==> src/rtl/instr_fetch.sv <==
// MIPS fetch stage: PC register, single-outstanding imem request/ack fetch, instruction hold and decode.
// Fetch latency 1 cycle after REQ with zero-wait memory; STALL holds the fetched instruction and all outputs.
module instr_fetch #(
  parameter logic [31:0] RESET_PC = 32'h0000_0000,
  parameter int          CNT_W    = 32
) (
  input  logic             CLK,
  input  logic             RST,
  input  logic             STALL,
  input  logic             PC_SRC,
  input  logic             JUMP,
  output logic             IMEM_REQ,
  output logic [31:0]      IMEM_ADDR,
  input  logic             IMEM_ACK,
  input  logic [31:0]      IMEM_RDATA,
  output logic             INSTR_VALID,
  output logic [31:0]      INSTR,
  output logic [5:0]       OPCODE,
  output logic [5:0]       FUNCT,
  output logic [4:0]       RS,
  output logic [4:0]       RT,
  output logic [4:0]       RD,
  output logic [15:0]      IMM,
  output logic [31:0]      PC,
  output logic [31:0]      PC_PLUS4,
  output logic [CNT_W-1:0] RETIRE_CNT
);

  typedef enum logic [1:0] {IDLE, REQ, HOLD} state_e;

  state_e           state_q, state_d;
  logic [31:0]      pc_q, pc_d;
  logic [31:0]      instr_q, instr_d;
  logic             valid_q, valid_d;
  logic [CNT_W-1:0] cnt_q, cnt_d;
  logic [31:0]      pc_plus4;
  logic [31:0]      br_off;
  logic [31:0]      next_pc;

  assign pc_plus4 = pc_q + 32'd4;
  assign br_off   = {{14{instr_q[15]}}, instr_q[15:0], 2'b00};

  always_ff @(posedge CLK or posedge RST) begin
    if (RST) begin
      state_q <= IDLE;
      pc_q    <= RESET_PC;
      instr_q <= 32'h0;
      valid_q <= 1'b0;
      cnt_q   <= '0;
    end else begin
      state_q <= state_d;
      pc_q    <= pc_d;
      instr_q <= instr_d;
      valid_q <= valid_d;
      cnt_q   <= cnt_d;
    end
  end

  always_comb begin
    state_d = state_q;
    pc_d    = pc_q;
    instr_d = instr_q;
    valid_d = valid_q;
    cnt_d   = cnt_q;
    // JUMP outranks PC_SRC when the control unit raises both
    if (JUMP)        next_pc = {pc_plus4[31:28], instr_q[25:0], 2'b00};
    else if (PC_SRC) next_pc = pc_plus4 + br_off;
    else             next_pc = pc_plus4;
    case (state_q)
      IDLE: state_d = REQ;
      REQ: begin
        if (IMEM_ACK) begin
          instr_d = IMEM_RDATA;
          valid_d = 1'b1;
          state_d = HOLD;
        end
      end
      HOLD: begin
        if (valid_q && !STALL) begin
          pc_d    = next_pc;
          valid_d = 1'b0;
          cnt_d   = cnt_q + CNT_W'(1);
          state_d = REQ;
        end
      end
      default: state_d = IDLE;
    endcase
  end

  assign IMEM_REQ    = (state_q == REQ);
  assign IMEM_ADDR   = pc_q;
  assign INSTR_VALID = valid_q;
  assign INSTR       = instr_q;
  assign OPCODE      = instr_q[31:26];
  assign FUNCT       = instr_q[5:0];
  assign RS          = instr_q[25:21];
  assign RT          = instr_q[20:16];
  assign RD          = instr_q[15:11];
  assign IMM         = instr_q[15:0];
  assign PC          = pc_q;
  assign PC_PLUS4    = pc_plus4;
  assign RETIRE_CNT  = cnt_q;

endmodule

==> config.mk <==
export PLATFORM = sky130hd
export DESIGN_NAME = instr_fetch
export DESIGN_NICKNAME = d
export VERILOG_FILES = /design/src/rtl/instr_fetch.sv
export SDC_FILE = /design/constraint.sdc
export NUM_CORES = 1
export LEC_CHECK = 0
export ABC_AREA = 1
export BUFFER_PORTS_ARGS = -buffer_cell sky130_fd_sc_hd__buf_2
export CELL_PAD_IN_SITES_DETAIL_PLACEMENT = 0
export CELL_PAD_IN_SITES_GLOBAL_PLACEMENT = 1
export CORE_ASPECT_RATIO = 1.25
export CORE_MARGIN = 2
export CORE_UTILIZATION = 39
export CTS_BUF_LIST = sky130_fd_sc_hd__clkbuf_4 sky130_fd_sc_hd__clkbuf_8 sky130_fd_sc_hd__clkbuf_16
export DETAILED_ROUTE_END_ITERATION = 10
export PLACE_DENSITY = 0.85
export SLEW_MARGIN = 15
export SYNTH_ARGS = -nofsm -noshare
export SYNTH_HDL_FRONTEND = slang
export SYNTH_SLANG_ARGS = --single-unit
==> constraint.sdc <==
create_clock -name CLK -period 5.22 [get_ports CLK]
set_input_delay 0.522 -clock CLK [delete_from_list [all_inputs] [get_ports CLK]]
set_output_delay 0.522 -clock CLK [all_outputs]
set_load 0.01 [all_outputs]
==> results of run 1 <==
## worst reg2reg max path: cells and delay by family, from the launching register on
kind          cells  cell delay, ps
fa+ha+maj         2             790
buf+inv           3             260
flops             1             480
simple gates     13            2230
## routing by layer
layer,share of wire,vias to the layer above,global-route usage,routed length [um]
met5,0,-,0,0
met4,0.044,0,0.109,1270
met3,0.057,61,0.0330,1660
met2,0.48,340,0.438,13800
met1,0.42,3865,0.324,12000
li1,-,4162,-,-
## power groups by stage
| stage | registers (mW) | clock network [mW] | logic, mW |
|---|---|---|---|
| 3_3_place_gp | 1.51 | 0 | 4.35 |
| 3_5_place_dp | 1.53 | 0 | 4.33 |
| 6_report | 1.52 | 0.672 | 4.38 |
| 5_1_grt | 1.57 | 0.724 | 4.84 |
| 2_1_floorplan | 1.48 | 0 | 3.05 |
| 4_1_cts | 1.52 | 0.691 | 4.35 |
## cells in the final DEF (no fill, tap or decap), drive strengths merged
master,instances
fa,1
xor2,32
a21oi,78
o221ai,1
a21o,3
dfrtp,97
nand3b,5
clkinvlp,1
o22ai,4
clkinv,4
a22oi,1
a221oi,1
clkbuf,10
ha,37
nor4,3
or3,1
nand3,70
nand2,425
o21ai,19
o211ai,5
nor3,16
nand4,19
o21bai,8
and2,2
a31oi,5
buf,241
or2,6
xnor2,15
nor2,124
a32oi,1
conb,6
inv,173
## synthesized netlist by cell type (2+ instances only)
master,number
nand2_1,415
inv_1,167
nor2_1,110
dfrtp_1,97
buf_4,79
a21oi_1,76
nand3_1,69
ha_1,37
xor2_1,30
o21ai_0,19
nand4_1,18
clkbuf_1,16
xnor2_1,15
nor3_1,13
nand2_2,9
o21bai_1,8
nor2_2,7
nor2_4,7
or2_2,6
a31oi_1,5
o211ai_1,5
nand3b_1,4
o22ai_1,4
a21o_1,3
buf_1,3
inv_2,3
nor3_2,3
nor4_1,3
a21oi_2,2
and2_1,2
clkinv_1,2
xor2_2,2
## kinds of logic (layout without fill, tap and decap cells)
group                    after synthesis  in the layout  synth area share
XOR/XNOR                              47             47            0.0519
AO/OA/AOI/OAI                        126            126            0.0861
buffers and inverters                271            429             0.160
other                                  1              6          0.000456
flip-flops                            97             97             0.295
adder cells (fa/ha/maj)               38             38            0.0587
AND/OR/NAND/NOR                      671            671             0.348
## sequential cells by signal (all words and copies together), names as in the netlist
register and count:
INSTR 32, RETIRE_CNT 32, IMEM_ADDR 30, state_q 2, INSTR_VALID 1
## path summary, 6_finish.rpt
kind / to / slack, ps / cells past startpoint
worst min register to register: state_q[0]$_DFFE_PP0P_ / 460 / 1
worst max register to register: IMEM_ADDR[30]$_DFFE_PP0P_ / 1340 / 18
worst max-delay path: IMEM_ADDR[30]$_DFFE_PP0P_ / 1340 / 18
worst min-delay path: INSTR[29]$_DFFE_PP0P_ / 230 / 2
min in group CLK: INSTR[27]$_DFFE_PP0P_ / 370 / 3
max in group asynchronous: IMEM_ADDR[23]$_DFFE_PP0P_ / 3870 / 3
## metrics by stage
stage | instances | cell area, um^2 | setup WS (ps)
3_5_place_dp | 1672 | 9140 | 1400
4_1_cts | 1688 | 9440 | 1380
6_report | 1688 | 9440 | 1340
5_1_grt | 1688 | 9440 | 1070
3_3_place_gp | 1672 | 9140 | 1440
2_1_floorplan | 1256 | 8250 | 2160
## cell type report
type / instances / area [um^2] / share of cell area
Clock inverter: 6 / 58.8 / 0.00623
Inverter: 172 / 648 / 0.0687
Timing Repair Buffer: 241 / 1220 / 0.129
Sequential cell: 97 / 2430 / 0.257
Tap cell: 274 / 343 / 0.0363
Multi-Input combinational cell: 888 / 4500 / 0.477
Clock buffer: 10 / 239 / 0.0253
==> flow_summary_export.csv, run 1 <==
group,metric,value,unit
outcome,status,"completed",
timing,setup_viol,0,
clocking,htreeDepth,3,
finish,fin_util,0.455,
drt,drtIter0Drc,653,
worst_hold_path,worstHoldPathType,"input port to asynchronous set/reset pin",
power,pwr-share-clk,0.102,
global_routing,grt_max_degree,57,
critical_path,crit_path_start_kind,"flop",
timing,period_needed,3880,ps
timing,whs,226,ps
critical_path,critical_path_class,"flop to flop",
critical_path,worstPathRequired,5460,ps
global_routing,antenna_found_initial,0,
flow_run,drv_cap,0,
drt,routed_wl,28800,um
power,switching_share,0.563,
timing,max_freq,0.257,GHz
floorplanning,die_h,166,um
finish,syn_to_final_growth,14.7,%
yosys,synth_cell_types,44,
placed_design,io_buffers,236,
clocking,post-cts-setup-buffer-count,0,
yosys,syn_inst,1251,
drt,ant_nets,0,
critical_path,rr_startpoint,"IMEM_ADDR[3]$_DFFE_PP0P_",
timing,clock_skew,8.80,ps
floorplanning,die_area,22300,um^2
finish,num-nets-final,1485,
floorplanning,std_cell_rows,59,
critical_path,cpPeakStageDelay,530,ps
yosys,synth_top_flop_cell,"dfrtp_1",
drt,vias,8428,
drt,vias_per_cell,4.99,
yosys,synth_warnings,0,
clocking,hold_buffers,0,
floorplanning,initial_utilization,0.397,
yosys,yosysTopAreaCellShare,0.295,
critical_path,cp_slowest_cell,"nor4_1",
drt,drc,0,
critical_path,crit_arrival,4130,ps
clocking,post_cts_resized,0,
timing,final.setup.tns,0,ps
timing,slew_headroom,0.294,
finish,drive_gt1_frac,0.214,
critical_path,path_buf_inv,3,
yosys,synth_edf_count,0,
power,p_sw,3.70,mW
clocking,clkLatencyLatePin,340,ps
clocking,cts-root-buf,"clkbuf_16",
power,worst_ir_drop_vdd,0.321,mV
clocking,cts.sinks,97,
clocking,clk_transition_reported_paths,80,ps
placed_design,hpwlAfterDp,23300,um
power,pwr_density_cell,696,nW/um^2
finish,diodes,0,
timing,hold_violations,0,
drt,drt_first_pass_iters,5,
clocking,clock_path_buffers,2,
critical_path,endpoint_kind,"flop",
finish,fill_cells,2196,
power,p_total,6.57,mW
yosys,yosys.area.top_type,"dfrtp_1",
power,power_leakage,5.39,nW
power,power.share.sequential,0.231,
global_routing,grt_pass1_vias,8046,
yosys,ys_seq_elements,97,
power,power.share.combinational,0.667,
floorplanning,core,20700,um^2
placed_design,gp_routability_congestion,0.957,
clocking,numCtsBuffers,9,
floorplanning,ios,243,
drt,detail_route.wl_per_cell,17.1,um
timing,post-route-period-util,0.744,
critical_path,cp_max_fo,7,
clocking,tritoncts,"yes",
floorplanning,die_w,134,um
yosys,syn-cell-area,8230,um^2
yosys,synth_area_leaders,"dfrtp_1 (30%), nand2_1 (19%), inv_1 (7.6%)",
critical_path,setup.worst_path.start,"IMEM_ADDR[3]$_DFFE_PP0P_",
global_routing,grt_pass1_wl,44400,um
yosys,async_flop_share,1.00,
global_routing,grt_usage,0.257,
critical_path,crit_chain,"ha_1 -> nand3_2 -> inv_2 -> nand2_2 -> nor2_4 -> inv_2 -> nor2_4 -> nand3_1 -> nand2_1 -> inv_1 -> ha_1 -> nand2_1 -> nor4_1 -> nand3_1 -> nand3_1 -> nand3_1 -> nand2_1 -> nand2_1",
critical_path,critical_path.top_delay_family,"simple AND/OR/NAND/NOR gates",
timing,maxSlewViolCount,0,
global_routing,globalRouteOverflowTotal,0,
timing,worst_pin_slew,1060,ps
yosys,synth-seq-area-share,0.295,
yosys,postSynthAreaPerCell,6.58,um^2
timing,rsz0062_at_grt,"false",
power,power.internal,2.87,mW
Power figures use the tool's default switching activity.
==> run 2: changes to the inputs <==
ABC_AREA = 0   (was 1)
CORE_UTILIZATION = 34   (was 39)
PLACE_DENSITY = 0.76   (was 0.85)
clock period = 3.42 ns   (was 5.22 ns; I/O delays follow)
==> run 2 against run 1 <==
Global-route usage shrank 6.0 points. Fmax grew 17%. Sequential share of layout area shrank 0.43 points. Core utilization grew 2.0 points. Clock skew grew 0.72 ps. Via count shrank 22%. Hold slack lost 150 ps. First-iteration DRC count shrank 60%. Cell area grew 1.8%.
==> flow_summary_export.csv, run 2 <==
group,metric,value,unit
yosys,synth-seq-area-share,0.344,
critical_path,crit_chain,"nand4_1 -> nor3_4 -> xor2_1 -> ha_1 -> buf_4 -> buf_4 -> a21oi_1 -> nor3_4 -> a41oi_4 -> buf_6 -> o21ai_2 -> a21oi_2 -> xnor2_1 -> a221o_1",
drt,detail_route.wl_per_cell,16.9,um
yosys,syn_inst,783,
placed_design,io_buffers,236,
clocking,clock_path_buffers,2,
drt,routed_wl,22400,um
yosys,async_flop_share,1.00,
floorplanning,die_area,21900,um^2
power,switching_share,0.470,
critical_path,cp_max_fo,4,
drt,drtIter0Drc,258,
timing,period_needed,3320,ps
drt,ant_nets,0,
timing,clock_skew,9.52,ps
clocking,cts-root-buf,"clkbuf_16",
yosys,syn-cell-area,7050,um^2
finish,drive_gt1_frac,0.466,
power,pwr-share-clk,0.100,
flow_run,drv_cap,0,
finish,fill_cells,1970,
clocking,cts.sinks,97,
yosys,yosysTopAreaCellShare,0.344,
floorplanning,std_cell_rows,58,
critical_path,crit_arrival,3570,ps
drt,drt_first_pass_iters,4,
finish,mostFrequentLayoutCell,"buf_2",
floorplanning,core,20200,um^2
power,power_leakage,4.78,nW
yosys,synth_commonest_cells,"dfrtp_1 (97), nand2_1 (80), buf_4 (79)",
clocking,htreeDepth,3,
finish,multi_input_area,4360,um^2
yosys,synth.most_common_cell,"dfrtp_1",
timing,rsz0062_at_grt,"true",
worst_hold_path,worstHoldPathType,"input port to asynchronous set/reset pin",
yosys,yosys.area.top_type,"dfrtp_1",
floorplanning,die_h,165,um
timing,whs,76.5,ps
drt,vias_per_cell,4.96,
yosys,ys_seq_elements,97,
floorplanning,initial_utilization,0.348,
power,worst_ir_drop_vdd,0.622,mV
critical_path,endpoint_kind,"flop",
timing,maxSlewViolCount,0,
clocking,clk_transition_reported_paths,80,ps
critical_path,cp_slowest_cell,"dfrtp_2",
floorplanning,ios,243,
drt,drc,0,
placed_design,place_inst,1287,
drt,vias,6553,
critical_path,critical_path_class,"flop to flop",
global_routing,globalRouteOverflowTotal,0,
global_routing,antenna_found_initial,2,
finish,layout_common_cells,"buf_2 (236), buf_4 (111), dfrtp_1 (95)",
power,pwr_density_cell,1090,nW/um^2
clocking,tritoncts,"yes",
yosys,synth_edf_count,0,
power,power.share.sequential,0.201,
critical_path,cpPeakStageDelay,400,ps
finish,finalNonFillerCells,1322,
clocking,numCtsBuffers,9,
yosys,postSynthAreaPerCell,9.00,um^2
floorplanning,die_w,133,um
global_routing,grt_max_degree,51,
yosys,synth_top_flop_cell,"dfrtp_1",
global_routing,grt_pass1_vias,6296,
power,power.internal,5.56,mW
yosys,synth_warnings,0,
yosys,synth_area_leaders,"dfrtp_1 (34%), buf_4 (8.4%), xnor2_1 (7.3%)",
critical_path,rrSetupSlack,100,ps
timing,slew_headroom,0.535,
global_routing,grt_usage,0.197,
timing,post-route-period-util,0.972,
yosys,synth_cell_types,67,
timing,worst_pin_slew,698,ps
timing,setup_viol,0,
timing,max_freq,0.301,GHz
critical_path,worstPathRequired,3660,ps
power,power.share.combinational,0.699,
timing,hold_violations,0,
finish,num-nets-final,1122,
critical_path,crit_path_start_kind,"flop",
global_routing,grt_pass1_wl,34000,um
clocking,clkLatencyLatePin,350,ps
outcome,status,"completed",
finish,syn_to_final_growth,36.2,%
power,p_sw,4.93,mW
placed_design,hpwlAfterDp,16600,um
finish,seq_area,2430,um^2
placed_design,gp_routability_congestion,0.876,
[run 2: cell types whose count changed after synthesis, sizes merged, moves of 33 or more]
cell,delta
mux2,+33
inv,-148
nor2,-77
xnor2,+44
nand2,-344
nand3,-37
[run 2: power by group through the flow]
stage	combinational, mW	clock (mW)	sequential (mW)
after CTS	6.52	1.08	2.08
after detailed placement	6.39	0	2.10
after floorplan	4.10	0	2.25
final	7.33	1.05	2.11
after global placement	6.38	0	2.08
after global routing	7.98	1.13	2.18
[run 2: final timing paths]
check | start | end | depth (start not counted)
hold / removal | RST | RETIRE_CNT[29]$_DFFE_PP0P_ | 2
max in group asynchronous | RST | IMEM_ADDR[20]$_DFFE_PP0P_ | 3
setup / recovery | IMEM_ADDR[2]$_DFFE_PP0P_ | IMEM_ADDR[24]$_DFFE_PP0P_ | 14
hold reg to reg | RETIRE_CNT[31]$_DFFE_PP0P_ | RETIRE_CNT[31]$_DFFE_PP0P_ | 1
min in group CLK | IMEM_RDATA[11] | INSTR[11]$_DFFE_PP0P_ | 2
setup reg to reg | IMEM_ADDR[2]$_DFFE_PP0P_ | IMEM_ADDR[24]$_DFFE_PP0P_ | 14
[run 2: area by class of cell]
cell class | instances | share of cell area
well taps | 270 | 0.0352
diodes | 1 | 0.000261
clock inverters | 7 | 0.00899
inverters | 22 | 0.00886
multi-input cells | 564 | 0.454
repair buffers | 352 | 0.216
flip-flops and latches | 97 | 0.253
clock buffers | 9 | 0.0234
[run 2: logic make-up (layout without fill, tap and decap cells)]
logic type / count (synthesis) / count (layout) / synth area share
other: 1 / 7 / 0.000532
xor gates and xnor gates: 83 / 83 / 0.103
adders and majority gates: 38 / 38 / 0.0685
DFF: 97 / 97 / 0.344
AOI/OAI and AO/OA: 176 / 176 / 0.158
buffers and inverters: 127 / 390 / 0.110
and+or+nand+nor: 221 / 221 / 0.153
muxes: 40 / 40 / 0.0626
[run 2: critical path: cells and delay by family (launching register included)]
kind            cells  cell delay [ps]
compound gates      5             1210
simple gates        3              610
buf+inv             3              420
flops               1              400
xor+xnor            2              290
fa+ha+maj           1              280
[run 2: routing by layer]
metal / track usage / vias to the layer above / routed length (um)
met5: 0 / - / 11
met4: 0.0528 / 2 / 244
li1: - / 3194 / -
met2: 0.355 / 156 / 11700
met3: 0.0335 / 15 / 861
met1: 0.242 / 3186 / 9580
[run 2: stage by stage]
step | worst slack (ps) | instance area (um^2) | util | total power, mW | setup TNS (ps)
finish | 96.9 | 9610 | 0.474 | 10.5 | 0
global route | -91.1 | 9600 | 0.474 | 11.3 | -374
CTS | 1.12 | 9070 | 0.448 | 9.68 | 0
detailed placement | -91.9 | 8700 | 0.430 | 8.49 | -204
global placement | -44.3 | 8700 | 0.430 | 8.46 | -44.3
floorplan | 0.282 | 7120 | - | 6.35 | 0
[run 2: repair_timing]
| action | in CTS | in global routing |
|---|---|---|
| gates cloned | 0 | 0 |
| buffers inserted | 4 | 14 |
| setup endpoints to repair | 7 | 14 |
| pin swaps | 8 | 59 |
| hold endpoints to repair | 0 | 0 |
| hold buffers | 0 | 0 |
| resized for setup | 7 | 80 |
==> run 3: changes to the inputs <==
BUFFER_PORTS_ARGS = -buffer_cell sky130_fd_sc_hd__buf_4   (was -buffer_cell sky130_fd_sc_hd__buf_2)
==> run 3 against run 2 <==
The run now ends with negative setup slack left. Via count is essentially flat. Register-to-register slack got worse by 98 ps. Critical path depth up 3. Count of clock-buffer cells in the layout stayed put. Clock power hardly changed. Routed wire length barely moved. Hold slack better by 72 ps. Fmax fell by 2.9%. Sequential share of layout area fell by 1.1 points. Largest power group unchanged.
==> flow_summary_export.csv, run 3 (same netlist as run 2, synthesis figures left out) <==
group,metric,value,unit
drt,ant_nets,0,
critical_path,critical_path_class,"flop to flop",
critical_path,r2r-end,"IMEM_ADDR[29]$_DFFE_PP0P_",
global_routing,grt_usage,0.197,
timing,slew_headroom,0.468,
timing,rsz0062_at_grt,"true",
clocking,hold_buffers,0,
timing,setup_viol,2,
finish,multi_input_area,4260,um^2
critical_path,rr_startpoint,"IMEM_ADDR[3]$_DFFE_PP0P_",
outcome,status,"finished with violations",
critical_path,r2r_cells,17,
worst_hold_path,worstHoldPathType,"input port to asynchronous set/reset pin",
drt,vias,6548,
finish,fill_cells,1944,
drt,drc,0,
power,pwr_density_cell,1080,nW/um^2
drt,drtIter0Drc,274,
critical_path,endpoint_kind,"flop",
global_routing,grt_pass1_vias,6316,
critical_path,crit_arrival,3650,ps
power,worst_ir_drop_vdd,0.560,mV
clocking,clock_path_buffers,2,
floorplanning,initial_utilization,0.348,
clocking,tritoncts,"yes",
power,power_leakage,4.85,nW
placed_design,gp_routability_congestion,0.884,
clocking,clk_transition_reported_paths,80,ps
floorplanning,ios,243,
timing,worst_pin_slew,798,ps
placed_design,pre_cts_slack,-123,ps
finish,seq_area,2430,um^2
flow_run,drv_cap,0,
critical_path,rrSetupSlack,-0.9,ps
outcome,violations,"negative setup slack",
drt,routed_wl,22400,um
timing,maxSlewViolCount,0,
global_routing,grt_max_degree,62,
timing,hold_violations,0,
drt,drt_first_pass_iters,4,
floorplanning,core,20200,um^2
timing,max_freq,0.292,GHz
critical_path,cp_max_fo,5,
drt,detail_route.wl_per_cell,17.0,um
drt,vias_per_cell,4.98,
timing,finalWorstSetupSlack,-0.934,ps
floorplanning,die_w,133,um
clocking,clkLatencyLatePin,360,ps
global_routing,globalRouteOverflowTotal,0,
clocking,cts.sinks,97,
timing,final.setup.tns,-1.35,ps
placed_design,hpwlAfterDp,16700,um
clocking,numCtsBuffers,9,
critical_path,crit_path_start_kind,"flop",
finish,layout_common_cells,"buf_4 (345), dfrtp_1 (95), nand2_1 (77)",
clocking,cts-root-buf,"clkbuf_16",
timing,post-route-period-util,1.00,
finish,syn_to_final_growth,42.4,%
global_routing,grt_pass1_wl,34100,um
floorplanning,die_area,21900,um^2
finish,drive_gt1_frac,0.451,
finish,num-nets-final,1117,
timing,whs,148,ps
global_routing,antenna_found_initial,0,
finish,diodes,0,
placed_design,placed_area,9240,um^2
placed_design,io_buffers,236,
finish,mostFrequentLayoutCell,"buf_4",
clocking,htreeDepth,3,
critical_path,worstPathRequired,3640,ps
timing,period_needed,3420,ps
finish,fin_area,10000,um^2
floorplanning,std_cell_rows,58,
timing,clock_skew,9.46,ps
floorplanning,die_h,165,um
==> run 3: cell types whose count changed in the layout (fill, tap and decap cells not counted), sizes merged <==
cell / previous run / this run
inv: 23 / 24
buf: 352 / 347
diode: 1 / 0
clkinv: 6 / 5
==> run 3: per-stage QoR <==
stage	util	power [mW]	std cells
2_1_floorplan	-	6.35	788
3_3_place_gp	0.457	9.02	1281
3_5_place_dp	0.457	9.06	1281
4_1_cts	0.478	10.4	1308
5_1_grt	0.496	11.6	1316
6_report	0.496	10.9	1316
==> run 3: what timing repair did <==
action                     4_1_cts  5_1_grt
setup endpoints to repair       12       14
gates resized for setup          9       55
setup buffers                   11        9
pin swaps                       12       45
==> run 3: worst max-delay path, cell delays in order (launching register included) <==
cell	delay (ps)
dfrtp_2	410
ha_4	160
nand3_4	100
nor3_4	220
buf_6	140
nand3_4	130
nor3_4	210
xor2_1	270
ha_1	320
a21oi_2	200
buf_4	130
o21bai_1	60
a21oi_2	170
o21ai_1	90
a311o_1	270
a21oi_2	130
xor2_1	200
a21oi_1	90
==> run 3: layer usage <==
layer | share of wire | wire, um | GRT usage
met1 | 0.42 | 9370 | 0.245
met5 | 0 | 0 | 0
met4 | 0.018 | 408 | 0.0606
met2 | 0.52 | 11600 | 0.354
met3 | 0.046 | 1030 | 0.0295
==> run 3: layout make-up <==
| cell class | count | share of cell area |
|---|---|---|
| clock buffers | 9 | 0.0224 |
| repair buffers | 347 | 0.261 |
| inverters | 22 | 0.00847 |
| well taps | 270 | 0.0336 |
| flip-flops and latches | 97 | 0.242 |
| multi-input cells | 564 | 0.424 |
| clock inverters | 7 | 0.00860 |
==> run 3: worst max-delay path by stage <==
stage / startpoint / to / slack, ps / depth (start not counted)
4_1_cts: IMEM_ADDR[2]$_DFFE_PP0P_ / IMEM_ADDR[19]$_DFFE_PP0P_ / -20 / 17
5_1_grt: IMEM_ADDR[3]$_DFFE_PP0P_ / IMEM_ADDR[31]$_DFFE_PP0P_ / -250 / 17
2_1_floorplan: IMEM_ADDR[2]$_DFFE_PP0P_ / IMEM_ADDR[31]$_DFFE_PP0P_ / 0.3 / 17
3_5_place_dp: IMEM_ADDR[2]$_DFFE_PP0P_ / IMEM_ADDR[30]$_DFFE_PP0P_ / -120 / 15
6_report: IMEM_ADDR[3]$_DFFE_PP0P_ / IMEM_ADDR[29]$_DFFE_PP0P_ / -0.9 / 17
3_3_place_gp: IMEM_ADDR[2]$_DFFE_PP0P_ / IMEM_ADDR[30]$_DFFE_PP0P_ / -10 / 15
==> run 3: where the power goes <==
part | internal (mW) | switching, mW | leakage, nW | total (mW)
clock network | 0.524 | 0.540 | 0.150 | 1.06
logic | 3.89 | 3.81 | 3.49 | 7.70
registers | 1.54 | 0.551 | 1.21 | 2.09
